File: src/rtl/gtxe2_chnl_rx_oob.sv
// gtxe2_chnl_rx_oob: SATA OOB receive detector timing squelch bursts/gaps into COMINIT/COMWAKE pulses
// Define GTXE2_CHNL_RX_OOB_STATS_EN to add the saturating oob_err_cnt output.
module gtxe2_chnl_rx_oob #(
  parameter logic [3:0] SATA_BURST_SEQ_LEN = 4'd4,
  parameter int BURST_MIN = 12,
  parameter int BURST_MAX = 20,
  parameter int WAKE_GAP_MIN = 12,
  parameter int WAKE_GAP_MAX = 20,
  parameter int INIT_GAP_MIN = 44,
  parameter int INIT_GAP_MAX = 52,
  parameter int CNT_W = 8
) (
  input  logic clk,
  input  logic reset,
  input  logic rx_idle,
  output logic RXELECIDLE,
  output logic RXCOMINITDET,
`ifdef GTXE2_CHNL_RX_OOB_STATS_EN
  output logic RXCOMWAKEDET,
  output logic [7:0] oob_err_cnt
`else
  output logic RXCOMWAKEDET
`endif
);
  localparam logic [CNT_W-1:0] B_MIN = CNT_W'(BURST_MIN);
  localparam logic [CNT_W-1:0] B_MAX = CNT_W'(BURST_MAX);
  localparam logic [CNT_W-1:0] W_MIN = CNT_W'(WAKE_GAP_MIN);
  localparam logic [CNT_W-1:0] W_MAX = CNT_W'(WAKE_GAP_MAX);
  localparam logic [CNT_W-1:0] I_MIN = CNT_W'(INIT_GAP_MIN);
  localparam logic [CNT_W-1:0] I_MAX = CNT_W'(INIT_GAP_MAX);
  typedef enum logic [2:0] {IDLE, BURST, GAP, ACTIVE, HOLD} state_t;
  typedef enum logic [1:0] {NONE, WAKE, INIT} seq_t;
  state_t state, state_n;
  seq_t seq, seq_n, gap_cls;
  logic s1, s2, lvl, init_n, wake_n, init_det, wake_det;
  logic [CNT_W-1:0] dur_cnt;
  logic [3:0] burst_cnt, burst_cnt_n;
  assign RXELECIDLE = s2;
  assign RXCOMINITDET = init_det;
  assign RXCOMWAKEDET = wake_det;
  always_ff @(posedge clk) begin
    if (!reset) begin
      s1 <= 1'b1;
      s2 <= 1'b1;
      lvl <= 1'b1;
      dur_cnt <= '0;
      state <= IDLE;
      burst_cnt <= '0;
      seq <= NONE;
      init_det <= 1'b0;
      wake_det <= 1'b0;
    end else begin
      s1 <= rx_idle;
      s2 <= s1;
      lvl <= s2;
      dur_cnt <= (s2 != lvl) ? CNT_W'(1) : (&dur_cnt ? dur_cnt : dur_cnt + CNT_W'(1));
      state <= state_n;
      burst_cnt <= burst_cnt_n;
      seq <= seq_n;
      init_det <= init_n;
      wake_det <= wake_n;
    end
  end
  // dur_cnt holds the length of the level seen up to the previous edge, so on a level change it is the finished element's length
  always_comb begin
    gap_cls = (dur_cnt >= W_MIN && dur_cnt <= W_MAX) ? WAKE :
              (dur_cnt >= I_MIN && dur_cnt <= I_MAX) ? INIT : NONE;
    state_n = state;
    burst_cnt_n = burst_cnt;
    seq_n = seq;
    init_n = 1'b0;
    wake_n = 1'b0;
    case (state)
      IDLE: state_n = s2 ? IDLE : BURST;
      BURST: begin
        if (!s2 && dur_cnt > B_MAX) begin
          state_n = ACTIVE;
          burst_cnt_n = '0;
          seq_n = NONE;
        end else if (s2 && dur_cnt >= B_MIN) begin
          state_n = GAP;
          burst_cnt_n = burst_cnt + 4'd1;
        end else if (s2) begin
          state_n = IDLE;
          burst_cnt_n = '0;
          seq_n = NONE;
        end
      end
      GAP: begin
        if (s2) begin
          if (burst_cnt == SATA_BURST_SEQ_LEN && seq != NONE && dur_cnt == (seq == INIT ? I_MIN : W_MIN)) begin
            init_n = seq == INIT;
            wake_n = seq == WAKE;
            state_n = HOLD;
            burst_cnt_n = '0;
            seq_n = NONE;
          end else if (dur_cnt > I_MAX) begin
            state_n = IDLE;
            burst_cnt_n = '0;
            seq_n = NONE;
          end
        end else begin
          state_n = BURST;
          if (gap_cls == NONE || (seq != NONE && gap_cls != seq)) begin
            burst_cnt_n = '0;
            seq_n = NONE;
          end else seq_n = gap_cls;
        end
      end
      ACTIVE, HOLD: state_n = (s2 && dur_cnt > I_MAX) ? IDLE : state;
      default: state_n = IDLE;
    endcase
  end
`ifdef GTXE2_CHNL_RX_OOB_STATS_EN
  // A GAP->BURST move that clears burst_cnt is exactly an unclassified or mismatched gap
  logic err;
  assign err = (state == BURST && (state_n == ACTIVE || state_n == IDLE)) ||
               (state == GAP && ((state_n == BURST && burst_cnt_n == '0) || (state_n == IDLE && burst_cnt != '0)));
  always_ff @(posedge clk) begin
    if (!reset) oob_err_cnt <= '0;
    else if (err && !(&oob_err_cnt)) oob_err_cnt <= oob_err_cnt + 8'd1;
  end
`endif
endmodule
File: config.mk
export PLATFORM = sky130hd
export DESIGN_NAME = gtxe2_chnl_rx_oob
export DESIGN_NICKNAME = d
export VERILOG_FILES = /design/src/rtl/gtxe2_chnl_rx_oob.sv
export SDC_FILE = /design/constraint.sdc
export NUM_CORES = 1
export LEC_CHECK = 0
export ABC_AREA = 1
export CORE_ASPECT_RATIO = 1.1
export CORE_MARGIN = 1.5
export CORE_UTILIZATION = 45
export DETAILED_ROUTE_END_ITERATION = 8
export PLACE_DENSITY = 0.72
export SYNTH_ARGS = -nofsm -noshare
export SYNTH_HDL_FRONTEND = slang
export SYNTH_SLANG_ARGS = --single-unit
File: constraint.sdc
create_clock -name clk -period 2.3 [get_ports clk]
set_input_delay 0.23 -clock clk [delete_from_list [all_inputs] [get_ports clk]]
set_output_delay 0.23 -clock clk [all_outputs]
set_load 0.005 [all_outputs]
==> impl_metrics.json <==
{
  "clock_skew_ps": 10.3,
  "fin_ws_ps": 662,
  "grt_pass1_wl_um": 4200,
  "first_iter_violations": 33,
  "period_minus_slack_ps": 1640,
  "drv_cap": 0,
  "slew_headroom_pct": 75.7,
  "synth_seq_cells": 22,
  "netlist_instances": 177,
  "post_cts_resized": 0,
  "syn_nets": 184,
  "area_growth_pct": 8.24,
  "h-tree-depth": 1,
  "cts_tree": "yes",
  "synthArstFlopShare_pct": 0,
  "slew_violations": 0,
  "start_util_pct": 48.2,
  "synthFlopType": "dfxtp_1",
  "dieWidth_um": 52.5,
  "synthTopCellsByArea": "dfxtp_1, nand2_1, inv_1",
  "syn_area_um2": 1210,
  "max_slew.worst_pin.slew_ps": 361,
  "clockRootBuffer": "clkbuf_4",
  "cp_cell_sequence": "inv_1, ha_1, inv_1, nor2_1, nand2_1, nand2_1, nand3_1, nand2_1, inv_2, nand2_1, a21oi_1, nor2_1",
  "holdCritPathClass": "reg -> reg",
  "arrival_ps": 1820,
  "holdWs_ps": 423,
  "clk_latency_ps": 310,
  "crit_required_ps": 2490,
  "wl_per_cell_um": 10.7,
  "n_fill_cell": 257,
  "finalSetupTns_ps": 0,
  "synth.largest_area_cell": "dfxtp_1",
  "yosysWarnings": 0,
  "core-area_um2": 2520,
  "crit_type": "reg -> reg",
  "final_cells": 214,
  "powerDensity_nw_per_um2": 465,
  "cp_slowest_cell": "dfxtp_1",
  "die_h_um": 57.5,
  "cts.sinks": 22,
  "p_leak_uw": 0.000524,
  "regArea_um2": 440,
  "holdPathStages": 1,
  "routabilityCongestion": 0.917,
  "path_max_fanout": 5,
  "rr_worst_depth": 12,
  "antenna_left": 0,
  "synth_commonest_cells": "nand2_1, inv_1, dfxtp_1",
  "clk_pin_slew_ps": 120,
  "post_cts_buffers": 0,
  "placedCellCount": 211,
  "cp_common_cell": "nand2_1",
  "n_antenna_cell": 0,
  "yosysMostFrequentCell": "nand2_1",
  "firstDrtPassIters": 4,
  "nets": 192,
  "drt_drc_violations_left": 0,
  "min_from": "s1$_SDFF_PN1_",
  "timing.final.crit_share_pct": 71.2,
  "cp.depth": 12,
  "yosysSeqAreaShare_pct": 36.3,
  "num_io_pins": 6,
  "status": "completed",
  "rsz0062_at_grt": "false",
  "grt_pass1_vias": 1048,
  "dpl.hpwl_um": 1780,
  "grt_start_max_net_pins": 12,
  "fp-row-count": 19,
  "finalSetupViolCount": 0,
  "port_buffers": 5,
  "drive_gt1_share_pct": 11.5,
  "startpoint": "dur_cnt[0]$_SDFFE_PN0P_",
  "grt_overflow_total": 0,
  "cpPeakStageDelay_ps": 390,
  "cp_top_family": "simple AND/OR/NAND/NOR gates",
  "utilization_pct": 52.2,
  "antenna_found_initial": 0,
  "grt_usage_pct": 18.2,
  "end_kind": "flip-flop",
  "cts_buffers": 3,
  "hold_viol": 0,
  "synthDistinctLibCells": 27,
  "vias": 1071,
  "rr_startpoint": "dur_cnt[0]$_SDFFE_PN0P_",
  "yosysTopAreaCellShare_pct": 36.3,
  "crit_path_start_kind": "flip-flop",
  "pre_cts_ws_ps": 618,
  "fmax_ghz": 0.611,
  "cts.path.max_buffers": 2,
  "postCtsHoldBufs": 0,
  "synth_edf_count": 0,
  "multi_input_comb_area_um2": 654,
  "avgViaCountPerCell": 5.00,
  "avgSynthCellArea_um2": 6.86,
  "peakVddDrop_mv": 0.287,
  "die-area_um2": 3020,
  "drt_wl_total_um": 2280,
  "path_buf_inv": 3
}
[worst paths after layout]
| path | to | slack, ps |
|---|---|---|
| min | RXELECIDLE$_SDFF_PN1_ | 420 |
| max reg2reg | seq[1]$_SDFFE_PN0P_ | 660 |
| max | seq[1]$_SDFFE_PN0P_ | 660 |
| min reg2reg | RXELECIDLE$_SDFF_PN1_ | 420 |
[layout make-up]
type | instances | share of cell area (%)
flip-flops and latches | 22 | 33.5
inverters | 29 | 8.28
well taps | 31 | 2.95
repair buffers | 5 | 3.81
multi-input cells | 124 | 49.8
clock buffers | 3 | 1.71
[per-layer routing]
| layer | vias to the layer above | share of wire, % | GRT usage [%] | routed length, um |
|---|---|---|---|---|
| met5 | - | 0 | 0 | 0 |
| met4 | 0 | 2.4 | 8.79 | 55 |
| met3 | 7 | 1.6 | 3.14 | 37 |
| met2 | 11 | 45 | 29.3 | 1020 |
| met1 | 472 | 51 | 23.2 | 1170 |
| li1 | 581 | - | - | - |
[cell usage in the layout (no fill, tap or decap), types with 3 or more instances in the layout]
master / instances
inv_1: 26
xor2_1: 4
dfxtp_1: 22
nand2_2: 8
nand3_1: 14
clkbuf_4: 3
nor2_1: 17
o21ai_0: 5
a21oi_1: 15
nor3_1: 7
nand2_1: 33
inv_2: 3
clkdlybuf4s50_1: 5
ha_1: 4
[cells by family (layout without fill, tap and decap cells)]
logic type                 Yosys count  count (layout)  share of synthesized area (%)
buffers and inverters               31              37                           9.89
AOI/OAI and AO/OA                   28              28                           13.1
xor gates and xnor gates             5               5                           3.60
DFF                                 22              22                           36.3
and+or+nand+nor                     87              87                           33.1
adders and majority gates            4               4                           4.12
[state kept, by name, summed over array words and instances (netlist names), 2 cells and up]
signal and flops:
burst_cnt 4, state 3, dur_cnt 8, seq 2
[through the flow]
step / area (um^2) / total power (uW)
floorplan: 1210 / 432
global placement: 1290 / 445
detailed placement: 1290 / 447
CTS: 1320 / 617
global route: 1320 / 643
finish: 1320 / 612
[report_power, final]
part	switching, uW	total [uW]	internal, uW
logic	25.0	42.5	17.5
registers	7.64	396	388
clock network	113	174	61.1
(Power assumes the default switching activity.)
==> RTL change, RTL diff (same settings) <==
The option `GTXE2_CHNL_RX_OOB_STATS_EN` is turned on by a define.
--- a/src/rtl/gtxe2_chnl_rx_oob.sv
+++ b/src/rtl/gtxe2_chnl_rx_oob.sv
@@ -2,2 +2,4 @@
 // Define GTXE2_CHNL_RX_OOB_STATS_EN to add the saturating oob_err_cnt output.
+`define GTXE2_CHNL_RX_OOB_STATS_EN
+
 module gtxe2_chnl_rx_oob #(
Formal check against the unedited RTL (old outputs only; new: oob_err_cnt): equivalent (Yosys induction, for registers that start in step).
==> RTL change against the original RTL <==
  * Worst setup slack got worse by 460 ps
  * Count of clock-buffer cells in the layout increased by 4
  * Area after synthesis increased by 61%
  * Sequential power increased by 35%
  * Power increased by 85%
  * Critical endpoint is now oob_err_cnt[7]
  * Final area increased by 76%
  * Routed wire length increased by 92%
  * Synthesized cell count increased by 58%
  * Cell count increased by 65%
  * Largest power group unchanged
  * Sequential cell count increased by 8
==> RTL change: results (changes against the original RTL) <==
The logs give 0.863 (-5.9%) for the routability-driven placement congestion ratio and 4.65% (+1.5 points) for the met3 usage in global routing. Met1 track utilization from global routing: 27.1% (+3.8 points). The distinct cell type count after synthesis is 35 (+30%). The fraction of standard cell area that is sequential works out to 26.1% (-7.4 points). The beginning of the worst register-to-register path is burst_cnt[1]. The multi-input combinational area share was 52.9% (+3.1 points); the CTS buffer count was 5 (+2). The number of placed cells counting well taps came out at 344 (+63%). The multi-input combinational cell count was 205 (+65%); the parity-gate share of the synthesized area counting xor and xnor cells was 5.37% (+1.8 points). The count of port buffers added during placement was 13 (+8); the flip-flop and latch count after synthesis was 30 (+36%).

CTS placed an instance of clkbuf_8 at the clock tree root. The post-detailed-placement cell area is 2160 sq um (+67%), and the count of non-filler cells in the finished layout is 353 (+65%). The share of final-layout standard cells stronger than drive strength 1 was 21.3% (+9.8 points); the number of filler cells placed in the layout was 384 (+49%).

Inverter count: 41 (+41%). The arrival time reported for the critical path endpoint is 2320 ps (+500 ps), and the post-synthesis compound-gate area fraction is 9.85% (-3.2 points). The critical-path maximum fanout was 7 (+2); the area share of buffers outside the clock network was 6.93% (+3.1 points). Counting instances in the post-synthesis netlist gives the leading cell types as nand2_1, nor2_1, inv_1.

The minimum setup slack among reg-to-reg paths was 200 ps (-460 ps). The met3 layer wire length in the routed design was 169 um (+360%); the relative slew slack was 65.4% (-10 points). The clock buffer and inverter area fraction after layout came out at 4.60% (+2.9 points). The maximum operating frequency came out at 0.476 GHz (-22%). The flow ran to the end, and the final reports show no timing, DRC or antenna violations.

The tools report the first-pass GRT wire length as 7670 um (+83%). Length of routed wiring on met1: 2040 um (+74%). The maximum number of pins on one net before global-route repair was 15 (+3). The logs give 1697 (+62%) for the via count of the first global-routing pass and 5.18 ps (-5.10 ps) for the worst setup skew after layout. The register area share after synthesis was 30.7% (-5.6 points).

The run gives 1.01 nW (+93%) as the leakage power total. The non-clock buffer count in the final layout was 17 (+12). The total global-route track usage was 20.8% (+2.6 points). In the final layout, the registers with the most flip-flops are dur_cnt x8, oob_err_cnt x8, burst_cnt x4. The average footprint of a synthesized cell was 7.01 sq um (+2.2%); the adder-cell share of the synthesized area was 3.20% (-0.92 points). The run gives 3270 um (+84%) as the placed wire-length estimate after detailed placement. The run gives 0.000289 V (+0.61%) as the worst supply voltage drop on vdd. In this run the worst setup path terminates at oob_err_cnt[7]. The tools report the end of the worst register-to-register path as oob_err_cnt[7].

After synthesis, the cell types taking the most area are dfxtp_1, nand2_1, nand3_1. The clock buffer instance count of the final layout was 7 (+4); the per-cell routed wire length was 12.4 um (+17%).
==> RTL change: how the worst min path moves through the flow <==
stage | endpoint | from | slack, ps | depth (start not counted)
final | RXELECIDLE | s1 | 420 | 1
after CTS | RXELECIDLE | s1 | 420 | 1
after global routing | RXELECIDLE | s1 | 420 | 1
after detailed placement | RXELECIDLE | s1 | 400 | 1
after global placement | RXELECIDLE | s1 | 390 | 1
after floorplan | lvl | reset | 300 | 1
==> RTL change: worst max-delay path, cell delays in order (launching register included) <==
cell and delay [ps]:
dfxtp_1 360, inv_1 110, ha_2 220, nand3_2 80
nor2_2 100, nand3_2 120, nand3b_1 220, nand2_1 90
o21ai_2 80, nand3_2 70, o21ai_1 60, nand2_1 130
nand2_4 90, nand2_4 100, nand2_2 60, a21oi_2 140
==> RTL change: power by group <==
group / leakage (nW) / internal (mW) / switching [mW]
registers: 0.243 / 0.528 / 0.00612
logic: 0.717 / 0.0275 / 0.0430
clock network: 0.0524 / 0.324 / 0.203
total: 1.01 / 0.879 / 0.252
